$ cat config.mk
export PLATFORM = sky130hd
export DESIGN_NAME = md_ctrl_flat
export DESIGN_NICKNAME = d
export VERILOG_FILES = /design/src/rtl/md_ctrl_if.sv /design/src/rtl/md_ctrl.sv /design/src/flat_wrapper.sv
export SDC_FILE = /design/constraint.sdc
export NUM_CORES = 2
export LEC_CHECK = 0
export ABC_AREA = 1
export BUFFER_PORTS_ARGS = -buffer_cell sky130_fd_sc_hd__buf_2
export CAP_MARGIN = 40
export CORE_ASPECT_RATIO = 0.7
export CORE_MARGIN = 2
export CORE_UTILIZATION = 30
export DETAILED_ROUTE_END_ITERATION = 12
export GPL_ROUTABILITY_DRIVEN = 0
export HOLD_SLACK_MARGIN = 0.02
export SLEW_MARGIN = 20
export SYNTH_ARGS = -nofsm -noshare
export SYNTH_HDL_FRONTEND = slang
export SYNTH_SLANG_ARGS = --single-unit
$ cat constraint.sdc
create_clock -name clk -period 12.9 [get_ports clk]
set_input_delay 1.935 -clock clk [delete_from_list [all_inputs] [get_ports clk]]
set_output_delay 1.935 -clock clk [all_outputs]
set_load 0.05 [all_outputs]
$ cat src/rtl/md_ctrl_if.sv
`default_nettype none
// ============================================================================
// Module      : md_ctrl_if
// Description : Request/response bundle between the execute stage (master)
//               and the multiply/divide controller (slave).
//                 md_valid  - request valid
//                 md_op     - one-hot {mtlo,mthi,mflo,mfhi,divu,div,multu,mult}
//                 md_src1   - rs value (dividend / multiplicand / mthi,mtlo data)
//                 md_src2   - rt value (divisor / multiplier)
//                 md_cancel - abort in-flight mult/div (pipeline flush)
//                 md_ready  - controller can accept a request this cycle
//                 md_rdata  - mfhi/mflo read data, valid in the accept cycle
//                 md_busy   - a mult/div is in flight
//                 hi, lo    - architectural HI/LO registers
// Revision    : 1.0 - initial release
// ============================================================================
interface md_ctrl_if;
    logic        md_valid;
    logic [7:0]  md_op;
    logic [31:0] md_src1;
    logic [31:0] md_src2;
    logic        md_cancel;
    logic        md_ready;
    logic [31:0] md_rdata;
    logic        md_busy;
    logic [31:0] hi;
    logic [31:0] lo;

    modport master (
        output md_valid, md_op, md_src1, md_src2, md_cancel,
        input  md_ready, md_rdata, md_busy, hi, lo
    );

    modport slave (
        input  md_valid, md_op, md_src1, md_src2, md_cancel,
        output md_ready, md_rdata, md_busy, hi, lo
    );
endinterface
`default_nettype wire

$ cat src/rtl/md_ctrl.sv
`default_nettype none
// ============================================================================
// Module      : md_ctrl
// Description : HI/LO multiply/divide controller. Sequences a fixed-latency
//               multiplier (MUL_CYCLES busy cycles) and a 32-iteration
//               restoring divider, owns HI/LO and back-pressures the execute
//               stage through md_ready while an operation is in flight.
// Ports       : clk   - clock
//               reset - synchronous active-high reset
//               md    - md_ctrl_if.slave request/response bundle
// Parameters  : MUL_CYCLES - multiply latency in busy cycles (1..4)
// Revision    : 1.0 - initial release
// ============================================================================
module md_ctrl #(
    parameter int MUL_CYCLES = 2
) (
    input  logic        clk,
    input  logic        reset,
    md_ctrl_if.slave    md
);

    typedef enum logic [1:0] {
        S_IDLE = 2'd0,
        S_MUL  = 2'd1,
        S_DIV  = 2'd2
    } state_t;

    localparam logic [5:0] c_mul_cnt = 6'(MUL_CYCLES - 1);
    localparam logic [5:0] c_div_cnt = 6'd31;

    state_t      r_state;
    logic [5:0]  r_cnt;
    logic        r_ready;
    logic        r_busy;
    logic [31:0] r_hi;
    logic [31:0] r_lo;
    // r_opa: multiplicand, or |dividend| shifting out while quotient shifts in
    // r_opb: multiplier, or |divisor|
    logic [31:0] r_opa;
    logic [31:0] r_opb;
    logic [31:0] r_rem;
    logic [31:0] r_src1;
    logic        r_mul_signed;
    logic        r_neg_q;
    logic        r_neg_r;
    logic        r_dvs_zero;

    logic        w_accept;
    logic        w_is_mul;
    logic        w_is_div;
    logic        w_div_signed;
    logic [31:0] w_abs1;
    logic [31:0] w_abs2;
    logic [63:0] w_prod;
    logic [32:0] w_rem_sh;
    logic [32:0] w_diff;
    logic [31:0] w_rem_next;
    logic [31:0] w_quo_next;
    logic [31:0] w_q_final;
    logic [31:0] w_r_final;
    logic [31:0] w_rdata;

    assign w_accept     = md.md_valid && r_ready;
    assign w_is_mul     = md.md_op[0] | md.md_op[1];
    assign w_is_div     = md.md_op[2] | md.md_op[3];
    assign w_div_signed = md.md_op[2];

    // Magnitudes for the unsigned divider core. |0x80000000| stays
    // 0x80000000, which is the correct unsigned magnitude.
    assign w_abs1 = (w_div_signed && md.md_src1[31]) ? (32'd0 - md.md_src1) : md.md_src1;
    assign w_abs2 = (w_div_signed && md.md_src2[31]) ? (32'd0 - md.md_src2) : md.md_src2;

    // Sign-extending to 64 bits and truncating the product gives the
    // correct signed or unsigned 64-bit result from one multiplier.
    assign w_prod = {{32{r_mul_signed & r_opa[31]}}, r_opa}
                  * {{32{r_mul_signed & r_opb[31]}}, r_opb};

    // One restoring-division step: shift the next dividend bit into the
    // partial remainder and subtract the divisor if it fits.
    assign w_rem_sh   = {r_rem, r_opa[31]};
    assign w_diff     = w_rem_sh - {1'b0, r_opb};
    assign w_rem_next = w_diff[32] ? w_rem_sh[31:0] : w_diff[31:0];
    assign w_quo_next = {r_opa[30:0], ~w_diff[32]};

    assign w_q_final = r_neg_q ? (32'd0 - w_quo_next) : w_quo_next;
    assign w_r_final = r_neg_r ? (32'd0 - w_rem_next) : w_rem_next;

    always_comb begin
        w_rdata = 32'd0;
        if (w_accept && md.md_op[4]) begin
            w_rdata = r_hi;
        end else if (w_accept && md.md_op[5]) begin
            w_rdata = r_lo;
        end
    end

    assign md.md_ready = r_ready;
    assign md.md_busy  = r_busy;
    assign md.md_rdata = w_rdata;
    assign md.hi       = r_hi;
    assign md.lo       = r_lo;

    always_ff @(posedge clk) begin
        if (reset) begin
            r_state      <= S_IDLE;
            r_cnt        <= 6'd0;
            r_ready      <= 1'b1;
            r_busy       <= 1'b0;
            r_hi         <= 32'd0;
            r_lo         <= 32'd0;
            r_opa        <= 32'd0;
            r_opb        <= 32'd0;
            r_rem        <= 32'd0;
            r_src1       <= 32'd0;
            r_mul_signed <= 1'b0;
            r_neg_q      <= 1'b0;
            r_neg_r      <= 1'b0;
            r_dvs_zero   <= 1'b0;
        end else begin
            case (r_state)
                S_IDLE: begin
                    if (w_accept) begin
                        if (md.md_op[6]) r_hi <= md.md_src1;
                        if (md.md_op[7]) r_lo <= md.md_src1;
                        if (w_is_mul) begin
                            r_state      <= S_MUL;
                            r_ready      <= 1'b0;
                            r_busy       <= 1'b1;
                            r_cnt        <= c_mul_cnt;
                            r_opa        <= md.md_src1;
                            r_opb        <= md.md_src2;
                            r_mul_signed <= md.md_op[0];
                        end else if (w_is_div) begin
                            r_state    <= S_DIV;
                            r_ready    <= 1'b0;
                            r_busy     <= 1'b1;
                            r_cnt      <= c_div_cnt;
                            r_opa      <= w_abs1;
                            r_opb      <= w_abs2;
                            r_rem      <= 32'd0;
                            r_src1     <= md.md_src1;
                            r_neg_q    <= w_div_signed && (md.md_src1[31] ^ md.md_src2[31]);
                            r_neg_r    <= w_div_signed && md.md_src1[31];
                            r_dvs_zero <= (md.md_src2 == 32'd0);
                        end
                    end
                end
                S_MUL: begin
                    if (md.md_cancel) begin
                        r_state <= S_IDLE;
                        r_ready <= 1'b1;
                        r_busy  <= 1'b0;
                    end else if (r_cnt == 6'd0) begin
                        r_hi    <= w_prod[63:32];
                        r_lo    <= w_prod[31:0];
                        r_state <= S_IDLE;
                        r_ready <= 1'b1;
                        r_busy  <= 1'b0;
                    end else begin
                        r_cnt <= r_cnt - 6'd1;
                    end
                end
                S_DIV: begin
                    if (md.md_cancel) begin
                        r_state <= S_IDLE;
                        r_ready <= 1'b1;
                        r_busy  <= 1'b0;
                    end else begin
                        r_opa <= w_quo_next;
                        r_rem <= w_rem_next;
                        if (r_cnt == 6'd0) begin
                            // Divide-by-zero bypasses sign correction and
                            // returns the raw dividend as the remainder.
                            if (r_dvs_zero) begin
                                r_lo <= 32'hFFFF_FFFF;
                                r_hi <= r_src1;
                            end else begin
                                r_lo <= w_q_final;
                                r_hi <= w_r_final;
                            end
                            r_state <= S_IDLE;
                            r_ready <= 1'b1;
                            r_busy  <= 1'b0;
                        end else begin
                            r_cnt <= r_cnt - 6'd1;
                        end
                    end
                end
                default: begin
                    r_state <= S_IDLE;
                    r_ready <= 1'b1;
                    r_busy  <= 1'b0;
                end
            endcase
        end
    end

endmodule
`default_nettype wire

$ cat src/flat_wrapper.sv
// flat-port wrapper written by rule: the top's interface ports become plain ports
module md_ctrl_flat 
#(
    parameter int MUL_CYCLES = 2
)
  (clk, reset, md_md_valid, md_md_op, md_md_src1, md_md_src2, md_md_cancel, md_md_ready, md_md_rdata, md_md_busy, md_hi, md_lo);
  md_ctrl_if md_i ();
  input  logic clk;
  input  logic reset;
  input wire logic [$bits(md_i.md_valid)-1:0] md_md_valid;
  input wire logic [$bits(md_i.md_op)-1:0] md_md_op;
  input wire logic [$bits(md_i.md_src1)-1:0] md_md_src1;
  input wire logic [$bits(md_i.md_src2)-1:0] md_md_src2;
  input wire logic [$bits(md_i.md_cancel)-1:0] md_md_cancel;
  output wire logic [$bits(md_i.md_ready)-1:0] md_md_ready;
  output wire logic [$bits(md_i.md_rdata)-1:0] md_md_rdata;
  output wire logic [$bits(md_i.md_busy)-1:0] md_md_busy;
  output wire logic [$bits(md_i.hi)-1:0] md_hi;
  output wire logic [$bits(md_i.lo)-1:0] md_lo;
  assign md_i.md_valid = md_md_valid;
  assign md_i.md_op = md_md_op;
  assign md_i.md_src1 = md_md_src1;
  assign md_i.md_src2 = md_md_src2;
  assign md_i.md_cancel = md_md_cancel;
  assign md_md_ready = md_i.md_ready;
  assign md_md_rdata = md_i.md_rdata;
  assign md_md_busy = md_i.md_busy;
  assign md_hi = md_i.hi;
  assign md_lo = md_i.lo;
  md_ctrl #(.MUL_CYCLES(MUL_CYCLES)) u_core (.clk(clk), .reset(reset), .md(md_i));
endmodule
==> results.md <==
- Area leader, netlist: fa_1
- CP Max Fanout: 21
- Synth Instances: 7557
- YS warnings: 0
- Worst Reg2Reg Path Length in Cells: 27
- Layout area overhead: 7.44%
- CTS Hold Buffers Added: 0
- Chip height: 362 um
- CTS H-Tree Depth: 1
- Synth Register Bits: 206
- Period minus WS final: 9520 ps
- Die W: 516 um
- Post-synthesis sequential area ratio: 7.49%
- P_int: 4700 uW
- TNS Setup: 0 ps
- Io pins: 174
- CTS Buf Count: 22
- Pre-antenna DRT Iters: 9
- Net Sw Frac: 64.3%
- GR Overflow Total: 0
- Post-cts resize count: 0
- Min-delay worst type: flip-flop to flip-flop
- Hpwl dp: 155000 um
- Max Slew Vio Count: 0
- Avg WL per Cell: 19.3 um
- Finished Core Util: 32.5%
- Initial drt markers: 5882
- Drt total wl: 192000 um
- Endpoints failing setup: 0
- Critical Path Source Type: flip-flop
- Critical Path AT: 10060 ps
- Clock Skew: 29.7 ps
- Max VDD drop: 0.209 mV
- Tightest Pin Transition: 1080 ps
- Final hold vios: 0
- Post-Syn Area: 0.0551 mm^2
- Number of synthesized flops with an enable pin: 0
- Count of cell types in the netlist: 61
- Clk sink count: 206
- IO Port Bufs: 173
- Status: complete, no violations
- FF-to-FF setup slack: 3380 ps
- Layout cells sized above 1: 6.24%
- Nets: 8930
- Leak Pwr: 0.0317 uW
- Worst path most repeated cell: fa_1
- Sequential share of power: 7.8%
- CTS root buffer: clkbuf_16
- Most used DFF post-synth: dfxtp_1
- Max-cap viol count: 0
- Vias: 49300
- Slowest stage cell on the critical path: dfxtp_1
- Crit Path Class: flip-flop to flip-flop
- Tcrit/Tclk final: 73.8%
- CTS Buffer Depth: 3
- Critical Path RT: 13440 ps
- Hold Path Cell Cnt: 2
- Setup Buffers After CTS: 0
- TritonCTS clock tree: built
- Core area: 0.182 mm^2
- Relative slew slack: 26.9%
- Post-synth top area share: 40.9%
- Die area: 0.187 mm^2
- Clock Latency Late Sink: 610 ps
- Post-Syn Nets: 9014
- Most instantiated library cell after synthesis: nand2_1
- Average size of a mapped cell: 7.29 um^2
- Fmax: 105 MHz
- Antenna violations before repair: 10
- Fraction of power consumed by the clock network: 5.3%
- Synth area leaders: fa_1, nand2_1, inv_1, dfxtp_1, ha_1
- Initial Utilization: 30.2%
- Crit-path max cell delay: 890 ps
- Drt drc: 0
- Global-route total usage across every layer: 20.5%
- Fillcell total: 19600
- PwrDens: 222 mW/mm^2
- Comb power frac: 86.9%
- Largest net degree at the start of global routing: 76
- Vias in the first global route: 48400
- Share of flip-flops with an asynchronous set or reset: 0%
- Net Sw Power: 8460 uW
- Kind of end point of the critical path: flip-flop
- Final ANT Viol Nets: 0
- Unrepaired setup endpoints after global routing: no
- Num rows: 131
- Via density: 4.96
- First-pass GRT wire length: 296000 um
- Clk pin slew, worst setup/hold paths: 80 ps
- Synth cell count leaders: nand2_1, inv_1, fa_1
critical path: cells and delay by family, from the launching register on:
family,cells,cell delay [ps]
adder cells (fa/ha/maj),9,4700
AO/OA/AOI/OAI,3,710
AND/OR/NAND/NOR,9,1770
flip-flops,1,890
buffers and inverters,6,1360
power groups by stage:
stage               registers, uW  logic, uW  clock network [uW]
floorplan                    1100       7270                   0
global placement             1030      10900                   0
detailed placement           1020      11100                   0
CTS                          1010      11200                 694
global route                 1030      12500                 719
finish                       1030      11400                 700
final timing paths:
check,startpoint,to
max,u_core.r_opb[11]$_SDFFE_PP0P_,u_core.md.hi[24]$_SDFFE_PP0P_
min,u_core.r_src1[10]$_SDFFE_PP0P_,u_core.r_src1[10]$_SDFFE_PP0P_
max reg2reg,u_core.r_opb[11]$_SDFFE_PP0P_,u_core.md.hi[24]$_SDFFE_PP0P_
min reg2reg,u_core.r_src1[10]$_SDFFE_PP0P_,u_core.r_src1[10]$_SDFFE_PP0P_
cells in the final DEF, fill, tap and decap left out, drive strengths merged, types with 2 or more instances in the layout:
cell type and instances:
or2 37, inv 1883, xor2 46, o31ai 3
buf 286, a211oi 7, o22ai 5, clkbuf 27
and2 5, a21oi 331, a21boi 6, ha 255
a221oi 3, o21ai 301, a21o 10, o221ai 33
a31oi 36, and3 6, clkinv 15, o21bai 9
nand2 1981, o211ai 22, nor4 10, nand3b 11
a32o 5, diode 5, xnor2 33, o21a 9
nor2 455, or3 3, o2111ai 2, dfxtp 206
o41ai 2, nand4 28, nor3 58, fa 1126
nand3 225
layer usage:
metal / track usage [%] / wire [um] / part of all wire, %
met1: 30.6 / 85500 / 45
met3: 6.45 / 25400 / 13
met4: 4.23 / 4590 / 2.4
met5: 0.853 / 266 / 0.14
met2: 28.4 / 76000 / 40
stage by stage:
stage / area [um^2] / hold slack [ps] / total power, uW / worst slack, ps / cells
CTS: 59100 / 464 / 12900 / 3750 / 9943
floorplan: 55100 / 430 / 8370 / 5160 / 7557
finish: 59200 / 465 / 13200 / 3380 / 9951
global placement: 58300 / 448 / 12000 / 3710 / 9897
detailed placement: 58400 / 451 / 12100 / 3770 / 9906
global route: 59100 / 481 / 14300 / 3160 / 9948
area by class of cell:
class	instances	area, um^2	area share (%)
Sequential cell	206	4130	6.99
Antenna cell	5	12.5	0.0212
Inverter	1890	7100	12.0
Timing Repair Buffer	286	1780	3.00
Tap cell	2460	3080	5.20
Clock inverter	10	110	0.186
Multi-Input combinational cell	5067	42400	71.6
Clock buffer	27	599	1.01
sequential cells by signal, indices dropped and copies added, names as in the netlist:
register / cells
u_core.r_neg_q: 1
u_core.md.hi: 32
u_core.r_cnt: 6
u_core.r_dvs_zero: 1
u_core.r_state: 2
u_core.r_src1: 32
u_core.r_rem: 32
u_core.r_neg_r: 1
u_core.md.md_ready: 1
u_core.md.lo: 32
u_core.r_mul_signed: 1
u_core.r_opb: 32
u_core.r_opa: 32
u_core.md.md_busy: 1
logic make-up (layout without fill, tap and decap cells):
family                   count (synthesis)  in the layout  synth area share [%]
AND/OR/NAND/NOR                       2822           2822                  20.9
buffers and inverters                 2284           2213                  15.7
adder cells (fa/ha/maj)               1381           1381                  46.7
AO/OA/AOI/OAI                          785            785                  7.91
flip-flops                             206            206                  7.49
XOR/XNOR                                79             79                  1.26
other                                    0              5                     0
Power figures use the tool's default switching activity.
